--- src/rtl/number_display_ctrl_pkg.sv ---
// Shared segment constants, FSM state type and the double-dabble helper for number_display_ctrl.
// Segment patterns are {g,f,e,d,c,b,a}, active-low.
package number_display_ctrl_pkg;

    localparam logic [6:0] ZERO  = 7'h40;
    localparam logic [6:0] ONE   = 7'h79;
    localparam logic [6:0] TWO   = 7'h24;
    localparam logic [6:0] THREE = 7'h30;
    localparam logic [6:0] FOUR  = 7'h19;
    localparam logic [6:0] FIVE  = 7'h12;
    localparam logic [6:0] SIX   = 7'h02;
    localparam logic [6:0] SEVEN = 7'h78;
    localparam logic [6:0] EIGHT = 7'h00;
    localparam logic [6:0] NINE  = 7'h10;
    localparam logic [6:0] NONE  = 7'h7F;
    localparam logic [6:0] NEGA  = 7'h3F;

    localparam logic [2:0] LAST_SHIFT = 3'd7;

    typedef enum logic [1:0] {
        IDLE,
        ABS,
        SHIFT,
        ENC
    } state_t;

    // Double-dabble correction: a nibble of 5 or more would exceed 9 after doubling.
    function automatic logic [3:0] bcd_add3(input logic [3:0] nib);
        return (nib >= 4'd5) ? (nib + 4'd3) : nib;
    endfunction

endpackage

--- src/rtl/number_display_ctrl_if.sv ---
// Value/load/ready handshake plus the four registered segment buses of number_display_ctrl.
interface number_display_ctrl_if;
    logic [7:0] value;
    logic       load;
    logic       ready;
    logic [6:0] digits;
    logic [6:0] ten_digits;
    logic [6:0] hun_digits;
    logic [6:0] sign;

    modport master (
        output value, load,
        input  ready, digits, ten_digits, hun_digits, sign
    );

    modport slave (
        input  value, load,
        output ready, digits, ten_digits, hun_digits, sign
    );
endinterface

--- src/rtl/number_display_ctrl_seg7_encode.sv ---
// Combinational BCD digit to active-low seven-segment pattern; anything above 9 shows blank.
module seg7_encode
    import number_display_ctrl_pkg::*;
(
    input  logic [3:0] bcd_i,
    output logic [6:0] seg_o
);

    always_comb begin
        seg_o = NONE;
        case (bcd_i)
            4'd0:    seg_o = ZERO;
            4'd1:    seg_o = ONE;
            4'd2:    seg_o = TWO;
            4'd3:    seg_o = THREE;
            4'd4:    seg_o = FOUR;
            4'd5:    seg_o = FIVE;
            4'd6:    seg_o = SIX;
            4'd7:    seg_o = SEVEN;
            4'd8:    seg_o = EIGHT;
            4'd9:    seg_o = NINE;
            default: seg_o = NONE;
        endcase
    end

endmodule

--- src/rtl/number_display_ctrl.sv ---
// Handshaked 8-bit value -> sign + 3 BCD digits via a 10-cycle double-dabble FSM, registered segments.
// Build option: LEADING_ZERO_BLANK_EN blanks leading zero hundreds/tens digits.
module number_display_ctrl
    import number_display_ctrl_pkg::*;
#(
    parameter bit SIGNED_MODE = 1'b1
) (
    input  logic                 clk,
    input  logic                 n_reset,
    number_display_ctrl_if.slave bus
);

    state_t      state_q, state_d;
    logic [7:0]  value_q, value_d;
    logic        neg_q, neg_d;
    logic [7:0]  mag_q, mag_d;
    logic [11:0] bcd_q, bcd_d;
    logic [2:0]  count_q, count_d;
    logic [6:0]  digits_q, digits_d;
    logic [6:0]  ten_q, ten_d;
    logic [6:0]  hun_q, hun_d;
    logic [6:0]  sign_q, sign_d;

    logic [11:0] bcd_adj;
    logic [6:0]  seg_w [3];

    generate
        for (genvar gi = 0; gi < 3; gi++) begin : g_enc
            seg7_encode u_enc (
                .bcd_i (bcd_q[gi*4 +: 4]),
                .seg_o (seg_w[gi])
            );
            assign bcd_adj[gi*4 +: 4] = bcd_add3(bcd_q[gi*4 +: 4]);
        end
    endgenerate

    always_ff @(posedge clk or negedge n_reset) begin
        if (!n_reset) begin
            state_q  <= IDLE;
            value_q  <= '0;
            neg_q    <= 1'b0;
            mag_q    <= '0;
            bcd_q    <= '0;
            count_q  <= '0;
            digits_q <= ZERO;
            ten_q    <= ZERO;
            hun_q    <= ZERO;
            sign_q   <= NONE;
        end else begin
            state_q  <= state_d;
            value_q  <= value_d;
            neg_q    <= neg_d;
            mag_q    <= mag_d;
            bcd_q    <= bcd_d;
            count_q  <= count_d;
            digits_q <= digits_d;
            ten_q    <= ten_d;
            hun_q    <= hun_d;
            sign_q   <= sign_d;
        end
    end

    always_comb begin
        state_d  = state_q;
        value_d  = value_q;
        neg_d    = neg_q;
        mag_d    = mag_q;
        bcd_d    = bcd_q;
        count_d  = count_q;
        digits_d = digits_q;
        ten_d    = ten_q;
        hun_d    = hun_q;
        sign_d   = sign_q;

        case (state_q)
            IDLE: begin
                if (bus.load) begin
                    value_d = bus.value;
                    state_d = ABS;
                end
            end
            ABS: begin
                // -128 negates to 8'h80, which reads correctly as unsigned 128.
                if (SIGNED_MODE && value_q[7]) begin
                    neg_d = 1'b1;
                    mag_d = ~value_q + 8'd1;
                end else begin
                    neg_d = 1'b0;
                    mag_d = value_q;
                end
                bcd_d   = '0;
                count_d = '0;
                state_d = SHIFT;
            end
            SHIFT: begin
                {bcd_d, mag_d} = {bcd_adj[10:0], mag_q, 1'b0};
                count_d = count_q + 3'd1;
                if (count_q == LAST_SHIFT) begin
                    state_d = ENC;
                end
            end
            ENC: begin
                digits_d = seg_w[0];
                ten_d    = seg_w[1];
                hun_d    = seg_w[2];
`ifdef LEADING_ZERO_BLANK_EN
                if (bcd_q[11:8] == 4'd0) begin
                    hun_d = NONE;
                    if (bcd_q[7:4] == 4'd0) begin
                        ten_d = NONE;
                    end
                end
`endif
                sign_d  = neg_q ? NEGA : NONE;
                state_d = IDLE;
            end
            default: state_d = IDLE;
        endcase
    end

    assign bus.ready      = (state_q == IDLE);
    assign bus.digits     = digits_q;
    assign bus.ten_digits = ten_q;
    assign bus.hun_digits = hun_q;
    assign bus.sign       = sign_q;

endmodule
--- src/flat_wrapper.sv ---
// flat-port wrapper written by rule: the top's interface ports become plain ports
module number_display_ctrl_flat import number_display_ctrl_pkg::*;
#(
    parameter bit SIGNED_MODE = 1'b1
)
  (clk, n_reset, bus_value, bus_load, bus_ready, bus_digits, bus_ten_digits, bus_hun_digits, bus_sign);
  number_display_ctrl_if bus_i ();
  input  logic clk;
  input  logic n_reset;
  input wire logic [$bits(bus_i.value)-1:0] bus_value;
  input wire logic [$bits(bus_i.load)-1:0] bus_load;
  output wire logic [$bits(bus_i.ready)-1:0] bus_ready;
  output wire logic [$bits(bus_i.digits)-1:0] bus_digits;
  output wire logic [$bits(bus_i.ten_digits)-1:0] bus_ten_digits;
  output wire logic [$bits(bus_i.hun_digits)-1:0] bus_hun_digits;
  output wire logic [$bits(bus_i.sign)-1:0] bus_sign;
  assign bus_i.value = bus_value;
  assign bus_i.load = bus_load;
  assign bus_ready = bus_i.ready;
  assign bus_digits = bus_i.digits;
  assign bus_ten_digits = bus_i.ten_digits;
  assign bus_hun_digits = bus_i.hun_digits;
  assign bus_sign = bus_i.sign;
  number_display_ctrl #(.SIGNED_MODE(SIGNED_MODE)) u_core (.clk(clk), .n_reset(n_reset), .bus(bus_i));
endmodule
--- config.mk ---
export PLATFORM = sky130hd
export DESIGN_NAME = number_display_ctrl_flat
export DESIGN_NICKNAME = d
export VERILOG_FILES = /design/src/rtl/number_display_ctrl_pkg.sv /design/src/rtl/number_display_ctrl_if.sv /design/src/rtl/number_display_ctrl_seg7_encode.sv /design/src/rtl/number_display_ctrl.sv /design/src/flat_wrapper.sv
export SDC_FILE = /design/constraint.sdc
export NUM_CORES = 1
export LEC_CHECK = 0
export CORE_MARGIN = 5
export CORE_UTILIZATION = 60
export CTS_CLUSTER_DIAMETER = 60
export CTS_CLUSTER_SIZE = 20
export DETAILED_ROUTE_END_ITERATION = 7
export PLACE_DENSITY = 0.85
export SLEW_MARGIN = 20
export SYNTH_ARGS = -nofsm -noshare
export SYNTH_HDL_FRONTEND = slang
export SYNTH_HIERARCHICAL = 1
export SYNTH_SLANG_ARGS = --single-unit
--- constraint.sdc ---
create_clock -name clk -period 2.4 [get_ports clk]
set_input_delay 0.48 -clock clk [delete_from_list [all_inputs] [get_ports clk]]
set_output_delay 0.48 -clock clk [all_outputs]
set_load 0.02 [all_outputs]
==> metrics.txt <==
Via density 5.44; Final Hold Vio Count 0; WL final a little under 6000 µm; Root Driver clkbuf_8; Design Power 3.51 mW; post-route setup slack 0.243 ns; Syn Inst Count 328; Final TNS setup 0 ns; commonest non-fill, non-tap cell in the layout dfrtp_1; H-tree levels 2; fill count about 440; Finished Cell Area 0.00376 mm²; CTS clk-pin slew, worst paths around 0.090 ns; Syn-to-layout area delta 13.3%; top cells by area, synth dfrtp_1 (39%), mux2_2 (12%), ha_1 (11%); # diodes 0; final setup vio count 0; WS Path Type reg2out; clk_skew around 0.0048 ns; Netlist cell types 39; DRC viols 0; clk_lat worst skew 0.31 ns; Die X-Extent 84.4 µm; sequential area share after synthesis 42.4%; status completed; # port buffers 33; Mapped Area about 0.0033 mm²; asr flop ratio synth 100%; Detail Placement HPWL 4000 µm; RSZ-0062 raised after global routing no; Placement Cell Area around 0.0037 mm²; post_cts resized 0; min cycle time layout 2.16 ns; worst r2r path cells 5; Critical Path RT 1.92 ns; core footprint 0.00544 mm²; Layout Utilization 69.1%; crit end category output port; via count about 2300; syn avg cell area 10.1 µm²; standard-cell rows 27; Placement Setup Slack 0.521 ns; Final period util 89.9%; worst hold slack 0.0904 ns; Hold Path Class in2async; EDFF count, synth 0; PD cells 934 mW/mm²; Num CTS Buffers 5; largest net degree at the start of global routing between 40 and 50; Routability Congestion between 0.8 and 0.9; Antenna Nets Post-Route 0; Synth Flop Type dfrtp_1; clk sinks 56; Overflow after GRT 0; CP startpoint kind flop; Detailed Route Iter0 Violations between 100 and 150; most frequent cells in the layout dfrtp_1 (52), mux2_2 (35), inv_1 (33); CTS tree yes; Die ar. 0.00711 mm²; Synth top area share 39.2%; Max FO, Critical Path 4; share of cells above drive strength 1 15.9%; Die Height 84.4 µm; Clock Path Buffers 2; CP arrival 1.68 ns; Lkg Pwr 1.65 nW; global-route wire length before repair ~10000 µm; Seq cells post-synth between 50 and 60; DP Cell Count 422; register area 0.00141 mm²; DRT Pass-1 Iters 4; # IOs 40; cell taking the most area after synthesis dfrtp_1; initial cell density of the core 61.0%; Syn. warnings 6; Non-Filler Instances 430; WL/cell 13.5 µm; max cap viols 0; Post-CTS Hold Buffers 0; All-Layer GR Usage 16.6%; Setup Fix Bufs, Post-CTS 0; Max VDD drop 1.01 mV; max-slew violation count 0; NumNets Final slightly below 400; initial antenna violation count 0; area of the multi-input gates 0.00168 mm²; Achievable Freq around 460 MHz; number of global-route vias before repair ~2200
[routing by layer]
layer / global-route usage [%] / up-vias / wire length (µm)
li1: - / 1164 / -
met1: 20.9 / 1120 / 2560
met2: 29.0 / 46 / 2940
met3: 3.24 / 10 / 214
met4: 4.89 / 0 / 76
met5: 0 / - / 0
[worst max-delay path: stages (launching register included)]
cell and delay (ns):
dfrtp_1 0.42, inv_1 0.13, ha_1 0.20, clkdlybuf4s50_1 0.61
[final cells by class]
class / instances / share of cell area [%]
multi-input cells: 224 / 44.6
flip-flops and latches: 56 / 37.4
repair buffers: 37 / 9.79
inverters: 33 / 3.30
well taps: 72 / 2.40
clock buffers: 7 / 2.30
clock inverters: 1 / 0.200
[cells by family (layout without fill, tap and decap cells)]
logic type / count (synthesis) / in the layout / synth area share [%]
AND/OR/NAND/NOR: 74 / 74 / 11.4
flip-flops: 56 / 56 / 42.4
adder cells (fa/ha/maj): 29 / 29 / 10.9
buffers and inverters: 53 / 78 / 7.62
other: 1 / 6 / 0.113
XOR/XNOR: 8 / 8 / 2.11
AO/OA/AOI/OAI: 68 / 68 / 12.4
multiplexers: 39 / 39 / 13.1
[Yosys cell counts (all sizes together) (4+ instances only)]
master	n
a31oi	6
ha	29
mux2i	4
nand2b	15
o22ai	8
inv	33
mux2	35
dfstp	4
dfrtp	52
a21oi	15
o21ai	29
nor2b	4
xnor2	7
nand3	8
nor2	18
buf	18
nand2	16
[path summary, 6_finish.rpt]
check	start	to	slack [ns]
hold / removal	n_reset	u_core/bus.hun_digits[1]	0.09
min in group clk	u_core/neg_q	u_core/bus.sign[6]	0.42
hold reg to reg	u_core/neg_q	u_core/bus.sign[6]	0.42
max in group asynchronous	n_reset	u_core/bus.digits[6]	1.71
setup reg to reg	u_core/state_q[0]	u_core/bcd_q[8]	0.52
setup / recovery	u_core/state_q[1]	bus_ready	0.24
[state kept, by name (all words and copies together), names as in the netlist]
name                   count
u_core/state_q             2
u_core/mag_q               8
u_core/bus.digits          7
u_core/bus.sign            1
u_core/neg_q               1
u_core/count_q             3
u_core/bus.hun_digits      7
u_core/value_q             8
u_core/bus.ten_digits      7
u_core/bcd_q              12
[report_power, final]
group          switching (mW)  internal (mW)
sequential              0.224           1.19
combinational           0.837          0.721
clock                   0.302          0.235
Power figures use the tool's default switching activity.
